[src/rtl/uniter_rr.sv]
// N-to-1 valid/ready stream merger with fixed-select or round-robin arbitration,
// packet locking and a registered slave-side output stage.
module uniter_rr #(
  parameter  int unsigned PORTS_N = 4,
  parameter  int unsigned DATA_W  = 32,
  localparam int unsigned SEL_W   = (PORTS_N > 1) ? $clog2(PORTS_N) : 1
) (
  input  logic                        i_clk,
  input  logic                        i_reset,
  input  logic                        i_mode,
  input  logic [SEL_W-1:0]            i_sel,
  input  logic [PORTS_N-1:0]          i_master_valid,
  output logic [PORTS_N-1:0]          o_master_ready,
  input  logic [PORTS_N*DATA_W-1:0]   i_master_data,
  input  logic [PORTS_N-1:0]          i_master_last,
  output logic                        o_slave_valid,
  input  logic                        i_slave_ready,
  output logic [DATA_W-1:0]           o_slave_data,
  output logic                        o_slave_last,
  output logic [SEL_W-1:0]            o_slave_id
);

  typedef enum logic {IDLE, LOCKED} state_t;

  state_t            state;
  logic [SEL_W-1:0]  lock_id;
  logic [SEL_W-1:0]  rr_ptr;
  logic [SEL_W-1:0]  rr_gnt;
  logic              rr_vld;
  logic [SEL_W-1:0]  gnt;
  logic              gnt_vld;
  logic [SEL_W-1:0]  gnt_next;
  logic [DATA_W-1:0] gnt_data;
  logic              gnt_last;
  logic              can_acc;
  logic              xfer;

  // Round-robin scan starting at rr_ptr; the smallest offset with valid wins
  always_comb begin
    int unsigned idx;
    idx    = 0;
    rr_gnt = '0;
    rr_vld = 1'b0;
    for (int unsigned k = 0; k < PORTS_N; k++) begin
      idx = (32'(rr_ptr) + k) % PORTS_N;
      if (!rr_vld && i_master_valid[SEL_W'(idx)]) begin
        rr_gnt = SEL_W'(idx);
        rr_vld = 1'b1;
      end
    end
  end

  // Grant selection: a locked packet owner overrides mode and sel
  always_comb begin
    gnt     = '0;
    gnt_vld = 1'b0;
    if (state == LOCKED) begin
      gnt     = lock_id;
      gnt_vld = i_master_valid[lock_id];
    end else if (!i_mode) begin
      gnt = i_sel;
      if (32'(i_sel) < PORTS_N) gnt_vld = i_master_valid[i_sel];
    end else begin
      gnt     = rr_gnt;
      gnt_vld = rr_vld;
    end
  end

  // Payload mux; an out-of-range gnt never transfers, so it reads as zero
  always_comb begin
    gnt_data = '0;
    gnt_last = 1'b0;
    for (int unsigned g = 0; g < PORTS_N; g++) begin
      if (gnt == SEL_W'(g)) begin
        gnt_data = i_master_data[g*DATA_W +: DATA_W];
        gnt_last = i_master_last[g];
      end
    end
  end

  assign can_acc  = !o_slave_valid || i_slave_ready;
  assign xfer     = gnt_vld && can_acc;
  assign gnt_next = (32'(gnt) == PORTS_N - 1) ? '0 : gnt + SEL_W'(1);

  always_comb begin
    o_master_ready = '0;
    for (int unsigned g = 0; g < PORTS_N; g++) begin
      o_master_ready[g] = can_acc && gnt_vld && (gnt == SEL_W'(g)) && !i_reset;
    end
  end

  // Output register, packet-lock FSM and round-robin pointer
  always_ff @(posedge i_clk) begin
    if (i_reset) begin
      o_slave_valid <= 1'b0;
      o_slave_data  <= '0;
      o_slave_last  <= 1'b0;
      o_slave_id    <= '0;
      state         <= IDLE;
      lock_id       <= '0;
      rr_ptr        <= '0;
    end else if (xfer) begin
      o_slave_valid <= 1'b1;
      o_slave_data  <= gnt_data;
      o_slave_last  <= gnt_last;
      o_slave_id    <= gnt;
      if (gnt_last) begin
        state  <= IDLE;
        rr_ptr <= gnt_next;
      end else if (state == IDLE) begin
        state   <= LOCKED;
        lock_id <= gnt;
      end
    end else if (i_slave_ready) begin
      o_slave_valid <= 1'b0;
    end
  end

endmodule

[config.mk]
export PLATFORM = sky130hd
export DESIGN_NAME = uniter_rr
export DESIGN_NICKNAME = d
export VERILOG_FILES = /design/src/rtl/uniter_rr.sv
export SDC_FILE = /design/constraint.sdc
export NUM_CORES = 1
export LEC_CHECK = 0
export ABC_AREA = 1
export CAP_MARGIN = 20
export CORE_ASPECT_RATIO = 0.75
export CORE_MARGIN = 3
export CORE_UTILIZATION = 38
export DETAILED_ROUTE_END_ITERATION = 8
export PLACE_DENSITY_LB_ADDON = 0.12
export SYNTH_ARGS = -nofsm -noshare
export SYNTH_HDL_FRONTEND = slang
export SYNTH_SLANG_ARGS = --single-unit
[constraint.sdc]
create_clock -name i_clk -period 3.2 [get_ports i_clk]
set_input_delay 0.64 -clock i_clk [delete_from_list [all_inputs] [get_ports i_clk]]
set_output_delay 0.64 -clock i_clk [all_outputs]
set_load 0.005 [all_outputs]
==> tab_implementation.tex, run 1 <==
\begin{tabular}{lr}
\hline
Metric & Value \\
\hline
\multicolumn{2}{l}{\textbf{Detailed routing}} \\
Count of vias placed by the detailed router & 3,918 \\
Number of DRC violations after detailed-routing iteration 0 & 166 \\
Highest routed metal layer & met4 \\
Final wirelength & 11.0 mm \\
DRC violations left & 0 \\
M1 WL & 4.62 mm \\
Detail Route Antenna Nets & 0 \\
Number of detailed-route iterations in the first pass & 4 \\
Via density per instance & 4.91 \\
Met3 Wirelength & 999 um \\
Detail-routed net length per standard cell & 13.8 um \\
Met2 wirelength from detailed routing & 5.25 mm \\
\multicolumn{2}{l}{\textbf{Clocking}} \\
Hold\_buf cts & 0 \\
Clock latency of the later-clocked register in the worst-skew pair & 0.29 ns \\
Clock Pin Slew Worst Setup and Hold Paths & 0.08 ns \\
CTS HTree Levels & 2 \\
Clock Tree Buf Depth & 2 \\
Postcts setup bufs & 0 \\
Clock tree from TritonCTS & yes \\
Sink Count & 41 \\
Clock tree root driver cell & sky130\_fd\_sc\_hd\_\_clkbuf\_8 \\
TritonCTS Buffers & 5 \\
\multicolumn{2}{l}{\textbf{Global route}} \\
Largest net degree at the start of global routing & 41 \\
Overall global routing resource usage & 23.6\% \\
Vias in the first global route & 3,570 \\
Global-route wire length before repair & 17.0 mm \\
Sum of overflow across all layers after global routing & 0 \\
Number of antenna violations at the first check in global routing & 0 \\
\multicolumn{2}{l}{\textbf{Critical path}} \\
Critical path buffer and inverter count & 5 \\
Type of element launching the critical path & input pin \\
Setup crit end kind & output pin \\
Crit-path max FO & 4 \\
CP top delay family & simple AND/OR/NAND/NOR gates \\
Crit. path cell count & 17 \\
Top cell by count, worst path & sky130\_fd\_sc\_hd\_\_nand2\_1 \\
Stage delay of the slowest cell on the critical path & 0.25 ns \\
Critical Path Slowest Stage Cell & sky130\_fd\_sc\_hd\_\_dlygate4sd2\_1 \\
Worst Path Required & 2.56 ns \\
Worst r2r path cells & 22 \\
Data arrival time at the worst-slack endpoint & between 2 and 2.5 ns \\
Critical Path, Cell by Cell & dlygate4sd2\_1, inv\_1, nand2\_1, nand3\_2, nand2\_4, nor2\_4, nand3b\_1, nand2\_1, inv\_1, nand2\_1, nand2\_2, nand2\_4, buf\_4, ha\_1, nand2\_1, nor2\_2, buf\_2 \\
Category of the critical setup timing path & in -> out \\
\multicolumn{2}{l}{\textbf{Floorplanning}} \\
Vert. Die Dim & 82.8 um \\
Core area & 0.00750 mm\^{}2 \\
Die X & 108 um \\
Std cell rows & 27 \\
I/O pin count & 182 \\
Starting density of the core & 39.8\% \\
Die Outline Area & about 0.0090 mm\^{}2 \\
\multicolumn{2}{l}{\textbf{Place}} \\
Routability cong. & 0.920 \\
Estimated wirelength of the detail-placed design & 8.47 mm \\
Count of input and output buffers & 181 \\
\multicolumn{2}{l}{\textbf{STA}} \\
Fin crit share & 94.8\% \\
Relative slew slack & 73.1\% \\
Time the worst path needs with I/O delays and setup & 3.03 ns \\
Slew of the pin with the lowest slew margin & 0.403 ns \\
Number of slew-limit violations in the final report & 0 \\
Final setup violation count & 0 \\
Maximum clock rate & approximately 330 MHz \\
Final total negative setup slack & 0 ns \\
Hold violation count in the final report & 0 \\
Setup repair after global routing missed its margin & false \\
Worst-case clock skew & 0.00602 ns \\
\multicolumn{2}{l}{\textbf{Yosys}} \\
Synth Net Count & between 600 and 700 \\
Register area share after synthesis & about 27\% \\
Register bit count reported by yosys & 41 \\
Yosys warning total & 0 \\
Mean post-synth cell area & a little under 6 um\^{}2 \\
Summed instance area of the synthesized netlist & between 0.002 and 0.003 mm\^{}2 \\
Post-synthesis cell count & just over 500 \\
Number of library cell types mapped by synthesis & 27 \\
\multicolumn{2}{l}{\textbf{Run status}} \\
Result of the run & completed \\
\multicolumn{2}{l}{\textbf{Final layout}} \\
Diode count & 0 \\
Fraction of layout cells with a size suffix above 1 & between 10\% and 20\% \\
Most common cell after layout, fill and taps aside & sky130\_fd\_sc\_hd\_\_clkdlybuf4s50\_1 \\
Final cell utilization of the core & just under 70\% \\
Synthesis-to-finish area growth & 72.4\% \\
Number of nets at the end of the flow & 842 \\
Commonest cells after routing, fill and taps aside & 173 x sky130\_fd\_sc\_hd\_\_clkdlybuf4s50\_1, 149 x sky130\_fd\_sc\_hd\_\_nand2\_1, 93 x sky130\_fd\_sc\_hd\_\_o21ai\_0 \\
\multicolumn{2}{l}{\textbf{Pwr}} \\
Total power of the final layout & around 4100 uW \\
Power Density & 798 mW/mm\^{}2 \\
VDD IR-drop max & approximately 0.4 mV \\
Static power due to leakage & 0.00221 uW \\
\multicolumn{2}{l}{\textbf{Worst hold path}} \\
Min-Delay Path Depth & 2 \\
Min-delay worst type & reg -> reg \\
\multicolumn{2}{l}{\textbf{Flow run}} \\
Number of violations of the max-capacitance limit & 0 \\
\hline
\end{tabular}
cell type report:
type                       count  area [um^2]
fill                         710         2350
timing repair buffer         208         2050
multi-input combinational    414         1960
sequential                    41          821
tap                          101          126
inverter                      26          103
clock buffer                   5         68.8
clock inverter                 3         22.5
worst reg2reg max path, cell delays in order, from the launching register on:
cell,delay [ns]
sky130_fd_sc_hd__dfxtp_1,0.42
sky130_fd_sc_hd__buf_4,0.20
sky130_fd_sc_hd__nand2_2,0.07
sky130_fd_sc_hd__nand3_2,0.10
sky130_fd_sc_hd__nand2_4,0.07
sky130_fd_sc_hd__nor2_4,0.14
sky130_fd_sc_hd__nand3_1,0.08
sky130_fd_sc_hd__nand3_1,0.09
sky130_fd_sc_hd__nand2_1,0.07
sky130_fd_sc_hd__nand2_2,0.09
sky130_fd_sc_hd__nand2_4,0.08
sky130_fd_sc_hd__buf_4,0.15
sky130_fd_sc_hd__ha_1,0.18
sky130_fd_sc_hd__buf_4,0.14
sky130_fd_sc_hd__nand2_1,0.08
sky130_fd_sc_hd__inv_2,0.07
sky130_fd_sc_hd__buf_12,0.15
sky130_fd_sc_hd__nand2_1,0.06
sky130_fd_sc_hd__nand2_1,0.04
sky130_fd_sc_hd__o21ai_0,0.13
sky130_fd_sc_hd__o21ai_0,0.12
sky130_fd_sc_hd__o21ai_0,0.16
sky130_fd_sc_hd__nor2_1,0.06
per-layer routing:
| metal | vias up | GRT usage (%) |
|---|---|---|
| met5 | - | 0 |
| met4 | 0 | 4.16 |
| met3 | 12 | 7.38 |
| met2 | 150 | 41.3 |
| met1 | 1734 | 29.0 |
| li1 | 2022 | - |
flip-flops by register name, summed over array words and instances, names as in the netlist:
register	count
lock_id	2
o_slave_data	32
o_slave_id	2
o_slave_last	1
o_slave_valid	1
rr_ptr	2
state	1
cell families (layout without fill, tap and decap cells):
group	Yosys count	count (layout)	share of synthesized area, %
simple gates	263	263	35.8
compound gates	147	147	25.5
buf+inv	60	242	9.51
flops	41	41	27.5
fa+ha+maj	4	4	1.68
synthesized netlist by cell type (all sizes together):
master | instances | area (um^2)
nand3 | 12 | 75.1
nand3b | 1 | 7.51
o21ai | 101 | 524
dfxtp | 41 | 821
ha | 4 | 50.1
nor2 | 81 | 314
a21oi | 45 | 229
inv | 26 | 97.6
o211ai | 1 | 7.51
buf | 14 | 111
clkbuf | 20 | 75.1
nor3 | 3 | 15.0
nand2 | 166 | 658
through the flow:
step                worst slack, ns  std cells  cell area, um^2  hold WS (ns)
floorplan                     0.210        515             2990         0.454
global placement             -0.431        790             4980         0.464
detailed placement           -0.517        790             4980         0.474
CTS                        -0.00381        798             5080         0.491
global route                0.00661        798             5150         0.511
finish                        0.167        798             5150         0.489
power by group:
| part | total [uW] | internal (uW) | switching, uW |
|---|---|---|---|
| clock network | 343 | 155 | 188 |
| registers | 806 | 698 | 108 |
| logic | 2960 | 1320 | 1640 |
| total | 4110 | 2170 | 1940 |
worst paths after layout:
path	slack, ns	startpoint	end
hold / removal	0.49	o_slave_data[13]$_SDFFE_PP0P_	o_slave_data[13]$_SDFFE_PP0P_
setup / recovery	0.17	i_master_valid[0]	o_master_ready[0]
setup reg to reg	0.35	rr_ptr[0]$_SDFFE_PP0P_	o_slave_data[18]$_SDFFE_PP0P_
hold reg to reg	0.49	o_slave_data[13]$_SDFFE_PP0P_	o_slave_data[13]$_SDFFE_PP0P_
timing repair:
item	CTS	global route
pin swaps	5	6
cloned	0	0
endpoints found under the hold margin	0	0
gates resized for setup	33	20
setup endpoints to repair	12	42
Power figures use the tool's default switching activity.
==> run 2, diff against run 1 <==
- MAX_ROUTING_LAYER: unset -> met4
- RECOVER_POWER: unset -> 50
==> run 2 against run 1 <==
Flip-flop and latch count unchanged. Wire length up 0.14%. Global-route usage up 1.0 points. Final area up 0.19%. Cell count up 0.25%. First-iteration DRC count up 37%. Hold slack worse by 0.011 ns. Via count down 0.64%. Sequential power down 1%. Critical path depth unchanged. Critical path type unchanged. Critical endpoint unchanged. Largest power group unchanged.
==> tab_implementation.tex, run 2 (same netlist as run 1, synthesis figures left out) <==
\begin{tabular}{lr}
\hline
Metric & Value \\
\hline
\multicolumn{2}{l}{\textbf{Run status}} \\
Result of the run & completed \\
\multicolumn{2}{l}{\textbf{Pwr}} \\
VDD IR-drop max & 0.374 mV (-6.7\%) \\
Power Density & 780 mW/mm\^{}2 (-2.3\%) \\
Reg power frac & 19.8\% (+0.2 points) \\
Cell internal pwr & 2100 uW (-3.4\%) \\
Switching power & 1930 uW (-0.77\%) \\
Clock network fraction of total power & 8.7\% (+0.4 points) \\
Combinational share of power & 71.4\% (-0.7 points) \\
Switching Fraction & 47.9\% (+0.66 points) \\
Static power due to leakage & 0.00229 uW (+3.4\%) \\
\multicolumn{2}{l}{\textbf{Final layout}} \\
Most common cell after layout, fill and taps aside & sky130\_fd\_sc\_hd\_\_nand2\_1 \\
Layout filler cell count & 711 (+0.14\%) \\
Multi-input gate area in the final layout & 0.00197 mm\^{}2 (+0.45\%) \\
Synthesis-to-finish area growth & 72.8\% \\
Register bank with the most flops & o\_slave\_data \\
Largest register FFs & 32 (unchanged) \\
Fraction of layout cells with a size suffix above 1 & 13.2\% (+0.97 points) \\
Commonest cells after routing, fill and taps aside & 148 x sky130\_fd\_sc\_hd\_\_nand2\_1, 136 x sky130\_fd\_sc\_hd\_\_clkdlybuf4s50\_1, 92 x sky130\_fd\_sc\_hd\_\_o21ai\_0 \\
Number of nets at the end of the flow & 844 (+0.24\%) \\
Final cell utilization of the core & 68.8\% (+0.13 points) \\
Area occupied by registers & 823 um\^{}2 (+0.30\%) \\
Diode count & 0 (unchanged) \\
\multicolumn{2}{l}{\textbf{Clocking}} \\
Clock tree root driver cell & sky130\_fd\_sc\_hd\_\_clkbuf\_8 \\
Clock tree from TritonCTS & yes \\
CTS HTree Levels & 2 (unchanged) \\
Sink Count & 41 (unchanged) \\
Clock Tree Buf Depth & 2 (unchanged) \\
Clock Pin Slew Worst Setup and Hold Paths & 0.08 ns (about the same) \\
TritonCTS Buffers & 5 (unchanged) \\
Hold\_buf cts & 0 (unchanged) \\
Clock latency of the later-clocked register in the worst-skew pair & 0.30 ns (about the same) \\
\multicolumn{2}{l}{\textbf{Place}} \\
Count of input and output buffers & 181 (unchanged) \\
Routability cong. & 0.915 (-0.62\%) \\
Estimated wirelength of the detail-placed design & 8.44 mm (-0.26\%) \\
\multicolumn{2}{l}{\textbf{Detailed routing}} \\
Count of vias placed by the detailed router & 3,893 (-0.64\%) \\
Final wirelength & 11.0 mm (+0.14\%) \\
DRC violations left & 0 (unchanged) \\
Detail-routed net length per standard cell & 13.8 um (-0.11\%) \\
Number of DRC violations after detailed-routing iteration 0 & 227 (+37\%) \\
Number of detailed-route iterations in the first pass & 4 (unchanged) \\
Detail Route Antenna Nets & 0 (unchanged) \\
Via density per instance & 4.87 (-0.89\%) \\
\multicolumn{2}{l}{\textbf{Floorplanning}} \\
Std cell rows & 27 (unchanged) \\
Core area & 0.00750 mm\^{}2 (unchanged) \\
Die X & 108 um (unchanged) \\
Vert. Die Dim & 82.8 um (unchanged) \\
I/O pin count & 182 (unchanged) \\
Die Outline Area & 0.00897 mm\^{}2 (unchanged) \\
Starting density of the core & 39.8\% (unchanged) \\
\multicolumn{2}{l}{\textbf{STA}} \\
Worst-case clock skew & 0.00618 ns (+0.000158 ns) \\
Number of slew-limit violations in the final report & 0 (unchanged) \\
Final setup violation count & 0 (unchanged) \\
Time the worst path needs with I/O delays and setup & 3.02 ns (-0.00809 ns) \\
Maximum clock rate & 331 MHz (+0.27\%) \\
Hold violation count in the final report & 0 (unchanged) \\
Post-Route Hold Slack & 0.478 ns (-0.0107 ns) \\
Relative slew slack & 67.6\% (-5.6 points) \\
Fin crit share & 94.5\% (-0.25 points) \\
Slew of the pin with the lowest slew margin & 0.487 ns (+0.0835 ns) \\
\multicolumn{2}{l}{\textbf{Flow run}} \\
Number of violations of the max-capacitance limit & 0 (unchanged) \\
\multicolumn{2}{l}{\textbf{Critical path}} \\
Setup crit end kind & output pin \\
Worst Path Required & 2.56 ns (about the same) \\
Crit-path max FO & 4 (unchanged) \\
Category of the critical setup timing path & in -> out \\
Type of element launching the critical path & input pin \\
Data arrival time at the worst-slack endpoint & 2.38 ns (about the same) \\
\multicolumn{2}{l}{\textbf{Global route}} \\
Number of antenna violations at the first check in global routing & 0 (unchanged) \\
Largest net degree at the start of global routing & 41 (unchanged) \\
Global-route wire length before repair & 17.0 mm (-0.12\%) \\
Vias in the first global route & 3,590 (+0.56\%) \\
Sum of overflow across all layers after global routing & 0 (unchanged) \\
Overall global routing resource usage & 24.6\% (+1.0 points) \\
\multicolumn{2}{l}{\textbf{Worst hold path}} \\
Min-delay worst type & reg -> reg \\
\hline
\end{tabular}
[run 2: changes by cell type in the layout (fill, tap and decap cells not counted), sizes merged]
cell / before / now
dlygate4sd3: 0 / 37
clkinvlp: 0 / 1
clkinv: 3 / 1
clkdlybuf4s15: 0 / 1
clkbuf: 5 / 6
clkdlybuf4s50: 173 / 136
inv: 26 / 27
[run 2: layer usage]
| metal | global-route usage, % | part of all wire, % | vias to the layer above | wire length [um] |
|---|---|---|---|---|
| met5 | - | 0 | - | 0 |
| met4 | 6.05 | 1.5 | 0 | 161 |
| met3 | 5.21 | 7.6 | 15 | 839 |
| met2 | 41.1 | 48 | 147 | 5320 |
| met1 | 30.7 | 43 | 1705 | 4710 |
| li1 | - | - | 2026 | - |
[run 2: path summary, 6_finish.rpt]
path,startpoint,to,slack [ns],cells after the start
hold reg to reg,o_slave_data[30]$_SDFFE_PP0P_,o_slave_data[30]$_SDFFE_PP0P_,0.48,2
hold / removal,o_slave_data[30]$_SDFFE_PP0P_,o_slave_data[30]$_SDFFE_PP0P_,0.48,2
setup reg to reg,rr_ptr[0]$_SDFFE_PP0P_,o_slave_data[18]$_SDFFE_PP0P_,0.38,21
setup / recovery,i_master_valid[2],o_master_ready[0],0.18,17
[run 2: worst max-delay path: stages]
cell	delay [ns]
sky130_fd_sc_hd__dlygate4sd2_1	0.25
sky130_fd_sc_hd__inv_2	0.07
sky130_fd_sc_hd__nand2_2	0.06
sky130_fd_sc_hd__nand3_2	0.11
sky130_fd_sc_hd__nand2_4	0.07
sky130_fd_sc_hd__nor2_4	0.13
sky130_fd_sc_hd__nand3b_1	0.09
sky130_fd_sc_hd__nand2_1	0.06
sky130_fd_sc_hd__inv_1	0.03
sky130_fd_sc_hd__nand2_1	0.05
sky130_fd_sc_hd__nand2_1	0.07
sky130_fd_sc_hd__nand2_2	0.10
sky130_fd_sc_hd__buf_4	0.14
sky130_fd_sc_hd__ha_4	0.13
sky130_fd_sc_hd__nand2_1	0.06
sky130_fd_sc_hd__nor2_2	0.10
sky130_fd_sc_hd__clkdlybuf4s15_2	0.21
[run 2: metrics by stage]
stage	setup TNS, ns	setup slack, ns	total power [uW]	cell area [um^2]	std cells
2_1_floorplan	0	0.210	2570	2990	515
3_3_place_gp	-7.03	-0.433	3590	4980	790
3_5_place_dp	-11.23	-0.518	3660	4980	790
4_1_cts	-0.00183	-0.00183	4070	5100	799
5_1_grt	-0.00681	-0.00681	4480	5160	800
6_report	0	0.175	4020	5160	800
[run 2: cell type report]
| class | count | share of cell area [%] |
|---|---|---|
| clock buffer | 5 | 1.33 |
| clock inverter | 3 | 0.412 |
| inverter | 26 | 1.94 |
| multi-input combinational | 414 | 38.1 |
| sequential | 41 | 16.0 |
| tap | 101 | 2.45 |
| timing repair buffer | 210 | 39.8 |
[run 2: timing repair]
| action | in CTS | in global routing |
|---|---|---|
| buffers inserted | 1 | 1 |
| gates resized for setup | 32 | 23 |
| endpoints found under the setup margin | 10 | 42 |
| pin swaps | 6 | 5 |
[run 2: power by group through the flow]
stage	combinational, uW	clock (uW)	sequential (uW)
2_1_floorplan	1760	0	811
3_3_place_gp	2790	0	807
3_5_place_dp	2850	0	816
4_1_cts	2900	364	804
5_1_grt	3270	386	825
6_report	2870	352	798
==> edit (config.mk and constraints of run 2) <==
Change the parameter `PORTS_N` from 4 to 2.
--- a/src/rtl/uniter_rr.sv
+++ b/src/rtl/uniter_rr.sv
@@ -3,3 +3,3 @@
 module uniter_rr #(
-  parameter  int unsigned PORTS_N = 4,
+  parameter  int unsigned PORTS_N = 2,
   parameter  int unsigned DATA_W  = 32,
Interface: changed (6 resized); port bits go from 182 to 110. No check against the original RTL was run, so the function may have changed too.
==> edit against run 2 <==
  * The flow now finishes with violations (max-capacitance violations, max-slew violations)
  * Synthesized area fell by 36%
  * Combinational power fell by 74%
  * Cell area fell by 39%
  * Sequential power fell by 23%
  * Worst hold slack got worse by 0.017 ns
  * Worst setup slack improved by 0.083 ns
  * Sequential cell count fell by 3
  * Sequential share of layout area rose by 8.4 points
  * Routed wire length fell by 48%
  * Power fell by 58%
==> edit: results (changes against run 2) <==
outcome: "finished with violations"  # was finished clean
failed_checks: "max-capacitance violations, max-slew violations"
critical-path-slowest-cell: "clkdlybuf4s50_1"  # was dlygate4sd2_1
commonest_cells_in_the_synthesized_netlist: "148 x nand2_1, 40 x nand3_1, 38 x dfxtp_1, 36 x a21oi_1, 12 x inv_1"  # was 154 x nand2_1, 95 x o21ai_0, 79 x nor2_1, 44 x a21oi_1, 41 x dfxtp_1
fill_cells: 444  # was 711
wl_per_cell_um: 12.16  # was 13.78 um
postSynthCellCount: 306  # was 515
initial_detailed_routing_violation_count: 78  # was 227
postCtsSetupBuffers: 0  # was 1
post-place-ws_ns: 0.2721  # was -0.5178 ns
timing.max_slew.rel_slack_pct: -1.083  # was 67.56%
grt_usage_pct: 19.53  # was 24.59%
grt_pass1_wl_um: 8942  # was 16980 um
critPathMaxFanout: 2  # was 4
vdd_ir_drop_max_mv: 0.3977  # was 0.3736 mV
final_layout_size_suffix_gt1_share_pct: 5.122  # was 13.16%
gp_congestion: 0.8578  # was 0.9147
timing.critical_path.slowest_cell_delay_ns: 0.55  # was 0.25 ns
synth_cell_types: 15  # was 27
drv_slew: 36  # was 0
signal_arrival_time_at_the_worst_endpoint_ns: 2.30  # was 2.38 ns
synthTopCellsByArea: "dfxtp_1 40%, nand2_1 29%, nand3_1 10%, a21oi_1 9.4%, buf_4 2.3%"  # was dfxtp_1 27%, nand2_1 19%, o21ai_0 16%, nor2_1 9.9%, a21oi_1 7.4%
maxCapViolCount: 1  # was 0
grt_pass1_vias: 2018  # was 3590
route.final.wire_length_um: 5679  # was 11030 um
cts_resized: 0  # was 32
## edit: cell types whose count changed after synthesis, sizes merged, moves of 2 or more
cell,delta
a21oi,-9
clkbuf,-16
dfxtp,-3
ha,-4
inv,-12
nand2,-14
nand3,+29
nor2,-77
nor3,-2
o21ai,-101
## edit: worst max-delay path: cells and delay by family
kind	cells	cell delay [ns]
AO/OA/AOI/OAI	1	0.15
buffers and inverters	4	1.14
AND/OR/NAND/NOR	3	0.37
## edit: cell type report
| cell class | instances | area share, % |
|---|---|---|
| clock buffer | 6 | 2.645 |
| clock inverter | 2 | 0.4008 |
| inverter | 14 | 1.683 |
| multi-input combinational | 235 | 32.34 |
| sequential | 38 | 24.37 |
| tap | 57 | 2.285 |
| timing repair buffer | 115 | 36.27 |
## edit: worst paths after layout
check / start / slack, ns / depth (start not counted) / to
worst min register to register: o_slave_data[15] / 0.46 / 2 / o_slave_data[15]
worst min-delay path: o_slave_data[15] / 0.46 / 2 / o_slave_data[15]
worst max register to register: state / 0.83 / 8 / o_slave_data[23]
worst max-delay path: i_mode / 0.26 / 8 / o_master_ready[0]
## edit: report_power, final
group	leakage (nW)	internal [mW]	switching [mW]
Combinational	1.12	0.344	0.401
Sequential	0.313	0.566	0.0452
Clock	0.0472	0.173	0.168
## edit: cells by family (layout without fill, tap and decap cells)
group,after synthesis,after routing,synth area share (%)
buffers and inverters,33,137,7.997
AO/OA/AOI/OAI,36,36,9.363
AND/OR/NAND/NOR,199,199,43.11
flip-flops,38,38,39.53
## edit: per-layer routing
layer	vias up	routed length [um]	track usage, %
met5	-	0	-
met4	0	21	4.151
met3	2	590	7.073
met2	79	2478	32.18
met1	947	2588	23.05
li1	1177	-	-
